`src/rtl/fir_stream_sink_if.sv`:
```
// Valid/ready result stream carrying a data beat and per-byte strobes.
// The sink modport is used by fir_stream_sink; the source modport by whoever feeds it.
interface hwpe_stream_intf_stream #(
  parameter int unsigned DATA_WIDTH = 32
) ();
  logic                      valid;
  logic                      ready;
  logic [DATA_WIDTH-1:0]     data;
  logic [DATA_WIDTH/8-1:0]   strb;

  modport source (output valid, output data, output strb, input ready);
  modport sink   (input valid, input data, input strb, output ready);
endinterface

```
`src/rtl/fir_stream_sink.sv`:
```
// Result sink: accepts len_i beats into a show-ahead FIFO (write-to-read one cycle), pulses done_o once drained.
// Ready is withheld outside RECV, when enable_i is low or the FIFO is full; FIR_STREAM_SINK_CHECKSUM_EN adds a running checksum.
module fir_stream_sink #(
  parameter int unsigned DATA_WIDTH = 16,
  parameter int unsigned DEPTH      = 8,
  parameter int unsigned CNT_WIDTH  = 16
) (
  input  logic                  clk_i,
  input  logic                  rst_ni,
  input  logic                  clear_i,
  input  logic                  enable_i,
  input  logic                  start_i,
  input  logic [CNT_WIDTH-1:0]  len_i,
  hwpe_stream_intf_stream.sink  push_i,
  input  logic                  rd_en_i,
  output logic [DATA_WIDTH-1:0] rd_data_o,
  output logic                  rd_valid_o,
  output logic [CNT_WIDTH-1:0]  count_o,
  output logic [31:0]           checksum_o,
  output logic                  busy_o,
  output logic                  done_o
);

  localparam int unsigned AW = $clog2(DEPTH);
  localparam logic [AW:0] PTR_ONE = 1;
  localparam logic [CNT_WIDTH-1:0] CNT_ONE = 1;

  typedef enum logic [1:0] {IDLE, RECV, DRAIN, DONE} state_e;

  state_e                 state_q, state_d;
  logic [AW:0]            wr_ptr_q, wr_ptr_d;
  logic [AW:0]            rd_ptr_q, rd_ptr_d;
  logic [CNT_WIDTH-1:0]   count_q, count_d;
  logic [CNT_WIDTH-1:0]   len_q, len_d;
  logic [DATA_WIDTH-1:0]  mem_q [DEPTH];

  logic fifo_empty, fifo_full, push_hs, pop;
  logic unused_strb;

  // Extra MSB on each pointer tells a full FIFO from an empty one.
  assign fifo_empty = (wr_ptr_q == rd_ptr_q);
  assign fifo_full  = (wr_ptr_q[AW] != rd_ptr_q[AW]) &&
                      (wr_ptr_q[AW-1:0] == rd_ptr_q[AW-1:0]);

  assign push_i.ready = (state_q == RECV) && enable_i && !fifo_full;
  assign push_hs      = push_i.valid && push_i.ready && !clear_i;
  assign pop          = rd_en_i && !fifo_empty && !clear_i;
  assign unused_strb  = ^push_i.strb;

  always_comb begin
    state_d  = state_q;
    wr_ptr_d = wr_ptr_q;
    rd_ptr_d = rd_ptr_q;
    count_d  = count_q;
    len_d    = len_q;
    if (clear_i) begin
      state_d  = IDLE;
      wr_ptr_d = '0;
      rd_ptr_d = '0;
      count_d  = '0;
    end else begin
      if (push_hs) wr_ptr_d = wr_ptr_q + PTR_ONE;
      if (pop)     rd_ptr_d = rd_ptr_q + PTR_ONE;
      unique case (state_q)
        IDLE: begin
          if (start_i) begin
            count_d = '0;
            if (len_i != '0) begin
              len_d   = len_i;
              state_d = RECV;
            end else begin
              state_d = DONE;
            end
          end
        end
        RECV: begin
          if (push_hs) begin
            count_d = count_q + CNT_ONE;
            if (count_d == len_q) state_d = DRAIN;
          end
        end
        DRAIN:   if (fifo_empty) state_d = DONE;
        DONE:    state_d = IDLE;
        default: state_d = IDLE;
      endcase
    end
  end

  always_ff @(posedge clk_i or negedge rst_ni) begin
    if (!rst_ni) begin
      state_q  <= IDLE;
      wr_ptr_q <= '0;
      rd_ptr_q <= '0;
      count_q  <= '0;
      len_q    <= '0;
    end else begin
      state_q  <= state_d;
      wr_ptr_q <= wr_ptr_d;
      rd_ptr_q <= rd_ptr_d;
      count_q  <= count_d;
      len_q    <= len_d;
    end
  end

  // Storage needs no reset: the head is masked to zero whenever the FIFO is empty.
  always_ff @(posedge clk_i) begin
    if (push_hs) mem_q[wr_ptr_q[AW-1:0]] <= push_i.data;
  end

`ifdef FIR_STREAM_SINK_CHECKSUM_EN
  logic [31:0] checksum_q, checksum_d;

  always_comb begin
    checksum_d = checksum_q;
    if (clear_i || ((state_q == IDLE) && start_i)) begin
      checksum_d = '0;
    end else if (push_hs) begin
      checksum_d = checksum_q + 32'($signed(push_i.data));
    end
  end

  always_ff @(posedge clk_i or negedge rst_ni) begin
    if (!rst_ni) checksum_q <= '0;
    else         checksum_q <= checksum_d;
  end

  assign checksum_o = checksum_q;
`else
  assign checksum_o = '0;
`endif

  assign rd_valid_o = !fifo_empty;
  assign rd_data_o  = fifo_empty ? '0 : mem_q[rd_ptr_q[AW-1:0]];
  assign count_o    = count_q;
  assign busy_o     = (state_q == RECV) || (state_q == DRAIN);
  assign done_o     = (state_q == DONE);

endmodule

```
`src/flat_wrapper.sv`:
```
// flat-port wrapper written by rule: the top's interface ports become plain ports
module fir_stream_sink_flat 
#(
  parameter int unsigned DATA_WIDTH = 16,
  parameter int unsigned DEPTH      = 8,
  parameter int unsigned CNT_WIDTH  = 16
)
  (clk_i, rst_ni, clear_i, enable_i, start_i, len_i, rd_en_i, rd_data_o, rd_valid_o, count_o, checksum_o, busy_o, done_o, push_i_valid, push_i_data, push_i_strb, push_i_ready);
  hwpe_stream_intf_stream #(.DATA_WIDTH(DATA_WIDTH)) push_i_i ();
  input  logic clk_i;
  input  logic rst_ni;
  input  logic clear_i;
  input  logic enable_i;
  input  logic start_i;
  input  logic [CNT_WIDTH-1:0] len_i;
  input  logic rd_en_i;
  output logic [DATA_WIDTH-1:0] rd_data_o;
  output logic rd_valid_o;
  output logic [CNT_WIDTH-1:0] count_o;
  output logic [31:0] checksum_o;
  output logic busy_o;
  output logic done_o;
  input wire logic [$bits(push_i_i.valid)-1:0] push_i_valid;
  input wire logic [$bits(push_i_i.data)-1:0] push_i_data;
  input wire logic [$bits(push_i_i.strb)-1:0] push_i_strb;
  output wire logic [$bits(push_i_i.ready)-1:0] push_i_ready;
  assign push_i_i.valid = push_i_valid;
  assign push_i_i.data = push_i_data;
  assign push_i_i.strb = push_i_strb;
  assign push_i_ready = push_i_i.ready;
  fir_stream_sink #(.DATA_WIDTH(DATA_WIDTH), .DEPTH(DEPTH), .CNT_WIDTH(CNT_WIDTH)) u_core (.clk_i(clk_i), .rst_ni(rst_ni), .clear_i(clear_i), .enable_i(enable_i), .start_i(start_i), .len_i(len_i), .push_i(push_i_i), .rd_en_i(rd_en_i), .rd_data_o(rd_data_o), .rd_valid_o(rd_valid_o), .count_o(count_o), .checksum_o(checksum_o), .busy_o(busy_o), .done_o(done_o));
endmodule
```
`config.mk`:
```
export PLATFORM = sky130hd
export DESIGN_NAME = fir_stream_sink_flat
export DESIGN_NICKNAME = d
export VERILOG_FILES = /design/src/rtl/fir_stream_sink_if.sv /design/src/rtl/fir_stream_sink.sv /design/src/flat_wrapper.sv
export SDC_FILE = /design/constraint.sdc
export NUM_CORES = 1
export LEC_CHECK = 0
export ABC_CLOCK_PERIOD_IN_PS = 7100
export CELL_PAD_IN_SITES_DETAIL_PLACEMENT = 2
export CELL_PAD_IN_SITES_GLOBAL_PLACEMENT = 2
export CORE_ASPECT_RATIO = 0.75
export CORE_MARGIN = 2
export CORE_UTILIZATION = 42
export DETAILED_ROUTE_END_ITERATION = 12
export PLACE_DENSITY_LB_ADDON = 0.05
export SLEW_MARGIN = 20
export SYNTH_ARGS = -nofsm -noshare
export SYNTH_HDL_FRONTEND = slang
export SYNTH_SLANG_ARGS = --single-unit
```
`constraint.sdc`:
```
create_clock -name clk_i -period 7.1 [get_ports clk_i]
set_input_delay 2.13 -clock clk_i [delete_from_list [all_inputs] [get_ports clk_i]]
set_output_delay 2.13 -clock clk_i [all_outputs]
set_load 0.01 [all_outputs]
```
# After elaboration in Yosys (flattened, before gate mapping)
# Memory sizes are Yosys's and may differ from the RTL's.
# Index checks and enable logic that the tools add are counted.
# classes
muxes	18
n_lt_le_gt_ge	0
reduce_logical	19
div	0
shifts	0
bitwise	1
n_addsub	3
mul	0
eq_ne	11
# ops
cell	count
$mux 16	4
$pmux 16 s2	1
$add 16x1->16 const B	1
$eq 16x16->1	1
$mux 4	4
$reduce_bool 16->1	1
$mux 2	6
$add 4x1->4 const B	2
$pmux 2 s4	1
$reduce_and 4->1	2
$logic_and 1x1->1	7
$ne 3x2->1 const B	2
$ne 3x3->1 const B	2
$eq 2x2->1 const B	2
$eq 4x4->1	1
$reduce_bool 2->1	2
$eq 3x3->1	1
$logic_not 1->1	3
$reduce_and 3->1	1
$reduce_bool 3->1	1
$eq 2x1->1 const B	1
$logic_not 2->1	1
$mux 1	2
$logic_or 1x1->1	1
2 further kinds	2
# word_totals
mem_count	1
input_bits	41
register_bits	42
elab_cells	58
out_inout_bits	68
mem_bits_ro	0
latch_bits	0
ram_bits	128
# memory_table
memory	depth	width	rd	rd_ports_with_merged_regs	wr	line	source
u_core.mem_q	8	16	1	0	1	fir_stream_sink.sv:35	logic [DATA_WIDTH-1:0] mem_q [DEPTH];

# Logic depth before layout (Yosys ltp)
# depth
ltp_word	9
ltp_mapped	10
mapped_depth_nobuf	9

# Worst setup path before layout
# OpenSTA, ideal clock, no wires.
# synth_path
path_type	input to output
from	input enable_i
to	output push_i_ready
slack_ps	2604
arrival_ps	2366
stages	1
required_ps	4970
n_path_buf	0
cell_sequence	o311a_2
# synth_between
elab_chain_cells	2
# synth_lines
element	line	source
start: declaration	flat_wrapper.sv:13	input logic enable_i;
$logic_and 1x1->1 (2 in series)	fir_stream_sink.sv:45	assign push_i.ready = (state_q == RECV) && enable_i && !fifo_full;
end: declaration	flat_wrapper.sv:26	output wire logic [$bits(push_i_i.ready)-1:0] push_i_ready;
# No other way between the ends.

# Worst setup path in the final report
# Same ends and word-level chain as after synthesis.

==> reports/results.env <==
SYN_AREA_PER_CELL_UM2=14.68
LEAKAGEPOWER_nW=3.172
LAYOUT.CELL_AREA.NON_FILLER_MM2=0.009265
LAYOUT_SETUP_WS_NS=1.444
FINAL_HOLD_VIOL_COUNT=0
CTS_ROOT_BUF='sky130_fd_sc_hd__clkbuf_16'
DP_HPWL_MM=14.10
CP-END-KIND='output pin'
GRT_PASS1_VIAS=5288
NNETSFINAL=653
POSTSYNTHCELLCOUNT=533
CLASSIFICATION_OF_THE_WORST_SETUP_PATH='in -> out'
IRDROPWORSTVDD_V=0.0001762
CP_DATA_REQUIRED_TIME_NS=4.97
INITIAL_CORE_UTIL_PCT=42.53
YS_FF_LATCH=170
CTSLONGESTPATHBUFFERS=2
MIN_PATH_TYPE='reg -> reg'
WIRE_PER_INST_UM=24.50
DPL_WORST_SLACK_NS=1.443
CLKLATENCYLATEPIN_NS=0.43
PLACED_AREA_MM2=0.008687
FINALMAXSLEWVIOLATIONS=0
DIE_W_UM=161.6
CTS-RESIZED-GATES=0
PIN_COUNT_OF_THE_BIGGEST_NET_ENTERING_GLOBAL_ROUTING=43
RR_ENDPOINT='u_core.mem_q[0][14]$_DFFE_PP_'
ROUTABILITYCONGESTION=0.7696
SYNTH-EDFF-COUNT=128
CRITPATHCAPTURE='push_i_ready'
SYNTH.YOSYS.WARNINGS=0
VIASPERCELL=5.529
HTREE_LEVELS=4
SETUP_TOTAL_NEGATIVE_SLACK_NS=0
DR.FIRST_ITER.DRC_COUNT=334
CLOCK-SINKS=170
WORSTREGTOREGCELLS=6
CTS_HOLD_BUFFERS_ADDED=0
WORST_SLEW_PIN_SLEW_NS=1.067
TOP_ACHIEVABLE_CLOCK_SPEED_GHz=0.1768
RATIO_OF_CELLS_WITH_DRIVE_ABOVE_1_IN_THE_FINAL_LAYOUT_PCT=16.69
ASYNC_FLOP_SHARE_PCT=24.71
OUTCOME='finished clean'
GRT_ANTENNA_BEFORE_REPAIR=1
TIMING.CRITICAL_PATH.FROM='enable_i'
MAXSLEWHEADROOM_PCT=28.48
DIE_AREA_MM2=0.01975
TRITONCTS_CLOCK_TREE='built'
FINALWORSTPATHREQUIREDPERIOD_NS=5.656
POST-CTS-SETUP-BUFFERS=0
FP.COREAREA_MM2=0.01840
TRITONCTS.NUM_BUFFERS=17
SYNTH.CELL_AREA_MM2=0.007826
POST_ROUTE_DRC_VIOLATION_COUNT=0
MAXCAPVIOLATIONS=0
WORST_EP_ARRIVAL_TIME_NS=3.53
REG2REG_SLACK_NS=3.67
VIAS=4783
POWER.TOTAL_W=0.002648
RSZ0062_AT_GRT='false'
SETUP_VIOL=0
GLOBAL_ROUTE_WIRE_LENGTH_BEFORE_REPAIR_MM=32.45
FINALCLOCKSKEW_NS=0.01131
CP-START-KIND='input port'
FIRST_PASS_DETAILED_ROUTE_ITERATION_TOTAL=4
DRT-TOTAL-WL_MM=21.20
SYNTH_SEQ_AREA_SHARE_PCT=62.54
CRIT-REG2REG-LAUNCH='u_core.rd_ptr_q[1]$_DFFE_PN0P_'
POSTROUTEANTENNANETS=0
PLACEMENT_ROWS=43
I_O_PIN_COUNT=109
SYNTH_FLOP_CELL='sky130_fd_sc_hd__edfxtp_1'
DIE_HEIGHT_UM=122.2
GR-USAGE-ALL-LAYERS_PCT=22.67
PATH_CLK_SLEW_NS=0.06
GRT.OVERFLOW.TOTAL=0
SYNTH_CELL_TYPE_COUNT=56
POWER_DENSITY_mW_PER_MM2=285.8
PORTBUFFERS=74
SYNTHTOLAYOUTAREAGROWTH_PCT=18.39
FIN_CRIT_SH_PCT=79.66
PATH_MAX_FANOUT=7
critical path, cell delays in order:
cell and delay, ns:
sky130_fd_sc_hd__clkdlybuf4s50_1 0.50, sky130_fd_sc_hd__o311a_2 0.31, sky130_fd_sc_hd__clkdlybuf4s50_1 0.58
synthesized netlist by cell type (all sizes together) (9+ instances only):
cell | instances | area (µm²)
buf | 49 | 339.1
clkbuf | 13 | 52.55
dfrtp | 42 | 1051
edfxtp | 128 | 3844
mux2 | 17 | 191.4
mux2i | 21 | 210.2
mux4 | 32 | 720.7
nand2 | 23 | 86.33
nand3 | 14 | 85.08
nor2 | 48 | 180.2
o21ai | 28 | 140.1
o31ai | 9 | 67.56
xnor2 | 13 | 113.9
xor2 | 15 | 131.4
worst min path at each step:
stage	start	endpoint	cells after the start
detailed placement	u_core.len_q[10]$_DFFE_PN0P_	u_core.len_q[10]$_DFFE_PN0P_	1
global route	u_core.len_q[7]$_DFFE_PN0P_	u_core.len_q[7]$_DFFE_PN0P_	1
finish	u_core.len_q[7]$_DFFE_PN0P_	u_core.len_q[7]$_DFFE_PN0P_	1
global placement	u_core.len_q[2]$_DFFE_PN0P_	u_core.len_q[2]$_DFFE_PN0P_	1
CTS	u_core.len_q[7]$_DFFE_PN0P_	u_core.len_q[7]$_DFFE_PN0P_	1
floorplan	u_core.len_q[14]$_DFFE_PN0P_	u_core.len_q[14]$_DFFE_PN0P_	1
layout by cell type, fill, tap and decap left out, types with 3 or more instances in the layout:
master / instances
sky130_fd_sc_hd__nand2_1: 23
sky130_fd_sc_hd__mux4_2: 32
sky130_fd_sc_hd__o21ai_1: 3
sky130_fd_sc_hd__nand3_1: 11
sky130_fd_sc_hd__xor2_1: 15
sky130_fd_sc_hd__o31ai_1: 9
sky130_fd_sc_hd__clkbuf_16: 17
sky130_fd_sc_hd__nand2b_1: 6
sky130_fd_sc_hd__clkinv_1: 3
sky130_fd_sc_hd__ha_1: 7
sky130_fd_sc_hd__nor3_1: 3
sky130_fd_sc_hd__clkdlybuf4s50_1: 73
sky130_fd_sc_hd__dfrtp_1: 41
sky130_fd_sc_hd__inv_1: 7
sky130_fd_sc_hd__mux2i_1: 21
sky130_fd_sc_hd__nor3_4: 3
sky130_fd_sc_hd__xnor2_1: 13
sky130_fd_sc_hd__a31oi_1: 3
sky130_fd_sc_hd__buf_4: 10
sky130_fd_sc_hd__nor4_1: 4
sky130_fd_sc_hd__nand3_2: 3
sky130_fd_sc_hd__a21oi_1: 7
sky130_fd_sc_hd__nor2_1: 48
sky130_fd_sc_hd__o21ai_0: 25
sky130_fd_sc_hd__mux2_2: 17
sky130_fd_sc_hd__or3_1: 3
sky130_fd_sc_hd__clkinvlp_4: 3
sky130_fd_sc_hd__edfxtp_1: 128
sky130_fd_sc_hd__and3_1: 3
sky130_fd_sc_hd__conb_1: 32
sky130_fd_sc_hd__nand4_1: 7
power by group:
group / total, W / internal [W] / switching (W)
clock: 0.000899 / 0.000514 / 0.000385
combinational: 0.000550 / 0.000261 / 0.000290
sequential: 0.00120 / 0.00113 / 0.0000670
total: 0.00265 / 0.00191 / 0.000742
area by class of cell:
type,instances,area [µm²]
fillers,1754,9135
flip-flops and latches,170,4896
multi-input cells,324,2649
repair buffers,84,820.8
clock buffers,19,432.9
well taps,247,309.0
clock inverters,12,125.1
inverters,8,30.03
diodes,1,2.502
routing by layer:
layer	up-vias	wire length, µm	global-route usage (%)
met5	-	0	0
met4	0	156	5.697
met3	11	929	4.360
met2	124	10310	37.50
met1	2555	9796	31.34
li1	2093	-	-
registers in the layout (all words and copies together), names as in the netlist:
name	flops
u_core.len_q	16
u_core.wr_ptr_q	4
u_core.mem_q	128
u_core.rd_ptr_q	4
u_core.state_q	2
u_core.count_o	16
logic make-up after synthesis:
kind of cell / after synthesis / synth area share (%)
DFF: 170 / 62.54
muxes: 70 / 14.34
buffers and inverters: 70 / 5.388
AOI/OAI and AO/OA: 62 / 5.004
adders and majority gates: 7 / 1.119
and+or+nand+nor: 125 / 8.425
xor gates and xnor gates: 28 / 3.134
other: 1 / 0.04792
through the flow:
step	cells	hold slack, ns	util (%)
after global routing	864	0.5511	50.34
after CTS	863	0.5332	50.24
after global placement	832	0.5091	47.21
after floorplan	564	0.4995	-
after detailed placement	832	0.5177	47.21
final	865	0.5326	50.35
No activity file was read; power rests on OpenSTA's default activity.
